===== config.mk =====
export PLATFORM = sky130hd
export DESIGN_NAME = tdc_tap_sampler
export DESIGN_NICKNAME = d
export VERILOG_FILES = /design/src/rtl/tdc_tap_sampler_pkg.sv /design/src/rtl/tdc_popcount.sv /design/src/rtl/tdc_tap_sampler.sv
export SDC_FILE = /design/constraint.sdc
export NUM_CORES = 1
export LEC_CHECK = 0
export CAP_MARGIN = 20
export CORE_MARGIN = 2
export CORE_UTILIZATION = 55
export DETAILED_ROUTE_END_ITERATION = 12
export PLACE_DENSITY_LB_ADDON = 0.05
export SETUP_SLACK_MARGIN = 0.5
export SLEW_MARGIN = 5
export SYNTH_ARGS = -nofsm -noshare
export SYNTH_HDL_FRONTEND = slang
export SYNTH_SLANG_ARGS = --single-unit
export TNS_END_PERCENT = 50

===== constraint.sdc =====
create_clock -name clk -period 7.4 [get_ports clk]
set_input_delay 2.22 -clock clk [delete_from_list [all_inputs] [get_ports clk]]
set_output_delay 2.22 -clock clk [all_outputs]
set_load 0.02 [all_outputs]

===== src/rtl/tdc_tap_sampler_pkg.sv =====
// Shared definitions for the TDC tap sampler: default line length and the
// measurement FSM state encoding.
package tdc_tap_sampler_pkg;

  // Default number of delay-line taps sampled.
  localparam int TDC_TAPS = 64;

  // Measurement FSM states. ST_SPARE is never entered; it recovers to IDLE.
  typedef enum logic [1:0] {
    ST_IDLE  = 2'd0,
    ST_ARMED = 2'd1,
    ST_VALID = 2'd2,
    ST_SPARE = 2'd3
  } tdc_state_e;

endpackage


===== src/rtl/tdc_popcount.sv =====
// Combinational population count of the resynchronised tap vector.
// Counting every '1' tap (rather than locating the 0/1 boundary) tolerates
// bubbles in the thermometer code. The caller registers the output.
module tdc_popcount #(
  parameter int TAPS  = 64,
  parameter int CNT_W = 7
) (
  input  logic [TAPS-1:0]  taps,
  output logic [CNT_W-1:0] count
);

  // Sum all tap bits; CNT_W is wide enough that the sum cannot wrap.
  always_comb begin
    count = '0;
    for (int i = 0; i < TAPS; i++) begin
      count = count + CNT_W'(taps[i]);
    end
  end

endmodule


===== src/rtl/tdc_tap_sampler.sv =====
// TDC tap sampler: double-flop resynchronisation of the delay-line taps,
// registered popcount, and a one-shot measurement FSM that returns one
// result per ARM on a valid/ready port.
//
// Result handshake: result_valid rises with the captured result and stays
// high, with result/result_sat/result_to stable, until a cycle where
// result_valid & result_ready are both high; that cycle is the transfer and
// result_valid falls on the following cycle. result/flags then keep their
// last values.
module tdc_tap_sampler
  import tdc_tap_sampler_pkg::*;
#(
  parameter int TAPS        = TDC_TAPS,
  parameter int CNT_W       = 7,
  parameter int TIMEOUT_CYC = 255,
  parameter int TO_W        = 8
) (
  input  logic             clk,
  input  logic             rst_n,
  input  logic [TAPS-1:0]  taps_in,
  input  logic             arm,
  output logic             busy,
  output logic [CNT_W-1:0] result,
  output logic             result_sat,
  output logic             result_to,
  output logic             result_valid,
  input  logic             result_ready,
  output logic [1:0]       dbg_state
);

  (* keep *) logic [TAPS-1:0] s1;
  (* keep *) logic [TAPS-1:0] s2;
  logic [CNT_W-1:0] pc;
  logic [CNT_W-1:0] pc_next;
  logic             hit;
  logic             sat;
  logic [TO_W-1:0]  to_cnt;
  logic             to_last;
  tdc_state_e       state;
  tdc_state_e       state_next;

  tdc_popcount #(
    .TAPS  (TAPS),
    .CNT_W (CNT_W)
  ) u_popcount (
    .taps  (s2),
    .count (pc_next)
  );

  assign hit     = (pc != '0);
  assign sat     = (pc == CNT_W'(TAPS));
  assign to_last = (to_cnt == TO_W'(TIMEOUT_CYC - 1));

  // Resync and popcount pipeline; runs in every state.
  always_ff @(posedge clk or negedge rst_n) begin
    if (!rst_n) begin
      s1 <= '0;
      s2 <= '0;
      pc <= '0;
    end else begin
      s1 <= taps_in;
      s2 <= s1;
      pc <= pc_next;
    end
  end

  // FSM state register.
  always_ff @(posedge clk or negedge rst_n) begin
    if (!rst_n) begin
      state <= ST_IDLE;
    end else begin
      state <= state_next;
    end
  end

  // FSM next state: a hit wins over timeout; ARM is ignored while VALID.
  always_comb begin
    state_next = state;
    case (state)
      ST_IDLE:  if (arm) state_next = ST_ARMED;
      ST_ARMED: begin
        if (hit) begin
          state_next = ST_VALID;
        end else if (!arm && to_last) begin
          state_next = ST_VALID;
        end
      end
      ST_VALID: if (result_ready) state_next = ST_IDLE;
      default:  state_next = ST_IDLE;
    endcase
  end

  // FSM outputs, decoded from the state register only.
  always_comb begin
    busy         = (state != ST_IDLE);
    result_valid = (state == ST_VALID);
    dbg_state    = state;
  end

  // Timeout counter and result capture. The counter stops at the compare
  // value because the FSM leaves ARMED there, so it never wraps.
  always_ff @(posedge clk or negedge rst_n) begin
    if (!rst_n) begin
      to_cnt     <= '0;
      result     <= '0;
      result_sat <= 1'b0;
      result_to  <= 1'b0;
    end else begin
      case (state)
        ST_IDLE: begin
          if (arm) to_cnt <= '0;
        end
        ST_ARMED: begin
          if (hit) begin
            result     <= pc;
            result_sat <= sat;
            result_to  <= 1'b0;
          end else if (arm) begin
            to_cnt <= '0;
          end else if (to_last) begin
            result     <= '0;
            result_sat <= 1'b0;
            result_to  <= 1'b1;
          end else begin
            to_cnt <= to_cnt + 1'b1;
          end
        end
        default: begin
        end
      endcase
    end
  end

endmodule


Word-level counts from Yosys, hierarchy flattened
Cells that the tools add are included.
Widths: inputs -> output; s select.
Storage, ports and cells
  flip-flop bits (word level): 154
  output and inout bits: 13
  word-level logic and storage cells: 111
Cells by class
  $add $sub $neg: 64
  eq/ne operators: 10
  multiplexer cells: 19
  reduce and logical (&&, ||, !) cells: 10
Operator list (count)
  $add 7x1->7: 62
  $mux 8: 4
  $mux 7: 3
  $pmux 8 s2: 1
  $add 8x1->8 const B: 1
  $eq 8x8->1 const B: 1
  $mux 2: 4
  $eq 7x7->1 const B: 1
  $reduce_bool 7->1: 1
  $mux 1: 6
  $ne 3x3->1 const B: 2
  $pmux 2 s3: 1
  $reduce_and 3->1: 2
  $reduce_bool 2->1: 3
  $ne 2x1->1 const B: 2
  $ne 2x2->1 const B: 2
  $reduce_and 4->1: 1
  $add 1x1->2: 1
  $eq 2x1->1 const B: 1
  $eq 2x2->1 const B: 1
  $logic_not 2->1: 1
  $logic_and 1x1->1: 1
  $logic_not 1->1: 1

Longest topological paths before layout
  depth in word-level cells: 63
  depth in mapped cells: 20
  gate-level depth less buffers: 20

Hierarchy
From an unflattened synthesis, not the netlist that was laid out.
Second synthesis, totals
  cells, all modules: 410
  area total of the unflattened synthesis: 6164.7 um^2
Modules (own cells, without submodules)
  tdc_tap_sampler: instances 1, cells each 238, area each 4435.5 um^2
  tdc_popcount: instances 1, cells each 172, area each 1729.2 um^2

Least setup slack after synthesis
No wires, ideal clock.
  kind: register to register
  start: register s2[0]
  end: register pc[4]
  library setup time: 0.124 ns
  data arrival time: 5.604 ns
  required time: 7.276 ns
  path slack: 1.672 ns
  cell stages (with the launch flop): 17
  buffers on the path: 0
  cell sequence: dfrtp_1 ha_1 inv_1 fa_1 fa_1 fa_1 fa_1 fa_1 fa_1 fa_1 fa_1 fa_1 fa_1 inv_1 a21o_1 a21oi_1 xnor2_1
Between the ends
  longest elaborated chain between the ends: 63
RTL lines
  from (decl): RTL line tdc_tap_sampler.sv:32  | (* keep *) logic [TAPS-1:0] s2;
  from (signal assigned): RTL line tdc_tap_sampler.sv:58  | s2 <= '0;
  from (signal assigned): RTL line tdc_tap_sampler.sv:62  | s2 <= s1;
  $add 1x1->2: RTL line tdc_popcount.sv:16  | count = count + CNT_W'(taps[i]);
  $add 7x1->7 (62 in a row): RTL line tdc_popcount.sv:16
  named net pc_next[4]: RTL line tdc_tap_sampler.sv:34  | logic [CNT_W-1:0] pc_next;
  to (signal assigned): RTL line tdc_tap_sampler.sv:63  | pc <= pc_next;
  to (decl): RTL line tdc_tap_sampler.sv:33  | logic [CNT_W-1:0] pc;
The timed path passes the listed nets, and every way through them passes these cells.
A chain may end at the register's enable or synchronous reset.

Worst setup path in the final report
  start: register s2[0]
  end: register pc[6]
The elaborated chain is that of the path after synthesis.

==> metrics.cfg <==
[outcome]
outcome=completed

[logic_synthesis]
synth_edf_count=0
yosysWarnings=0
synth_compound_area_share_pct=3.69
ys_seq_elements=154
synth_fp_nets=545
seq_area_frac_synth_pct=62.8
yosys.area_share.xor_xnor_pct=0.428
synth_mux_area_share_pct=2.20
synthTopCellsByArea=dfrtp_1 63%, fa_1 18%, inv_1 5.3%, ha_1 3.7%, mux2_1 0.92%
ys_async_sr_fraction_pct=100
ys_types=42
synthAdderAreaFrac_pct=21.3
avgSynthCellArea_sq_um=15.2
netlist_instances=405
synth_top_area_cell=dfrtp_1
synth_area_sq_mm=0.00614
ys.flop_type=dfrtp_1
synth_top_family_by_area=adder cells
post-synth-top-area-fraction_pct=62.8
yosys.area_share.simple_pct=3.85

[clocking]
clk_path_buf_depth=2
cts_sinks=154
insertion_delay_ps=530
htree_num_levels=4
ctsHoldBuffers=0
cts_root_buffer=clkbuf_8
tritoncts=built
postCtsSetupRepairBufs=0
cts_resized=0
clkTransAtPathRegs_ps=70
cts_made_buffers=17

[die]
io_pins=81
rows=38
die_y_microns=110
initial_core_util_pct=56.4
die_area_sq_mm=0.0120
fp.dieW_microns=110
core_sq_mm=0.0109

[final_layout]
layout_common_cells=154 x dfrtp_1, 86 x inv_1, 79 x clkdlybuf4s50_1
antenna_cells=0
drive_gt1_share_pct=8.58
nFillCells=768
final_nets=640
final_common_cell=dfrtp_1
synthToLayoutAreaGrowth_pct=24.6
multi_input_area_sq_mm=0.00193
regArea_sq_mm=0.00385

[setup_path]
worst-path-buf-inv=2
crit_top_cell=fa_1
critPathRequiredTime_ps=7840
cp_top_family=adder cells
crit_path_top_delay_cell=fa_1
path_cells=ha_1 > inv_1 > fa_1 > fa_1 > fa_1 > fa_1 > fa_1 > fa_1 > fa_1 > fa_1 > fa_1 > fa_1 > inv_1 > a21o_1 > a21oi_1 > o21ai_0
cp_slowest_stage_delay_ps=570
path_class=flip-flop to flip-flop
cp-end-kind=flip-flop
arrival_ps=6390
cp_max_fo=2
critPathLaunchType=flip-flop

[run]
maxCapViolations=0

[timing]
rsz0062_at_grt=false
drv_slew=0
fin_tns_setup_ps=0
skew_ps=8.19
max_freq_mhz=168
min_period_ps=5940
hold_viol_final=0
slew-limit-headroom_pct=56.2
min_period_over_period_pct=80.3
setup_viol=0
worst_pin_slew_ps=657

[grt]
antenna_found_initial=0
first_global_vias=3295
grt_start_max_net_pins=88
grt.total_usage_pct=17.2
grt_pass1_wl_microns=15000
grt-ovfl-total=0

[place]
port_buffers=80
dp_hpwl_microns=6050
gp_congestion=0.775

[detailed_routing]
vias_per_cell=4.71
first_pass_iters=4
wl_per_cell_microns=13.4
dr_total_vias=3074
drtAntennaViolNets=0
drtIter0Drc=137
wl_microns=8770
drc=0

[worst_hold_path]
holdCritPathClass=flip-flop to flip-flop

==> final timing paths <==
check,to,startpoint,cells after the start,slack [ps]
min reg2reg,s2[14],s1[14],0,340
min,s2[14],s1[14],0,340
min in group asynchronous,to_cnt[6],rst_n,1,1660
max reg2reg,pc[6],s2[0],16,1460
max in group asynchronous,s2[46],rst_n,3,4720
max,pc[6],s2[0],16,1460
==> state kept, by name (all words and copies together) (netlist names) <==
signal      count
to_cnt          8
result_sat      1
result          7
result_to       1
pc              7
dbg_state       2
s2             64
s1             64
==> through the flow <==
stage                     worst slack, ps  std cells  instance area (sq um)  utilization [%]  hold WS [ps]
after detailed placement             1440        620                   7090             65.1           335
after CTS                            1390        652                   7620             70.0           347
after floorplan                      1670        405                   6140                -           331
after global placement               1520        620                   7090             65.1           333
final                                1460        653                   7650             70.2           342
after global routing                 1210        653                   7650             70.2           349
==> cell type report <==
class	instances	share of cell area, %
repair buffers	82	10.9
clock buffers	18	5.46
clock inverters	14	1.46
inverters	86	4.22
well taps	140	2.29
flip-flops and latches	154	50.4
multi-input cells	159	25.2
==> cells by family after synthesis <==
| group | after synthesis |
|---|---|
| mux | 12 |
| flops | 154 |
| compound gates | 34 |
| buf+inv | 92 |
| xor+xnor | 3 |
| simple gates | 38 |
| fa+ha+maj | 72 |
==> per-layer routing <==
layer / routed length, microns / GRT usage [%] / part of all wire (%) / vias to the layer above
met5: 0 / 0 / 0 / -
met1: 3690 / 21.3 / 42 / 1535
met4: 144 / 8.14 / 1.6 / 0
li1: - / - / - / 1458
met3: 456 / 6.28 / 5.2 / 13
met2: 4480 / 27.2 / 51 / 68
==> synth_stat cells (2+ instances only) <==
cell / number
mux2i_1: 3
mux2_2: 3
o211ai_1: 2
nand4_1: 2
nor2_1: 4
dfrtp_1: 154
o21a_1: 2
inv_1: 86
or2_2: 2
a21oi_1: 8
nand2b_1: 2
nor2b_1: 2
a211oi_1: 4
a22o_1: 2
fa_1: 54
and3_1: 2
ha_1: 18
mux2_1: 5
o21ai_0: 7
xnor2_1: 3
nor3_1: 6
nand3_1: 8
and4_1: 2
clkbuf_1: 4
a31oi_1: 3
Power is left out: the tool's default activity adds up to more than one toggle a clock period on the data nets, which glitch-free logic cannot reach.
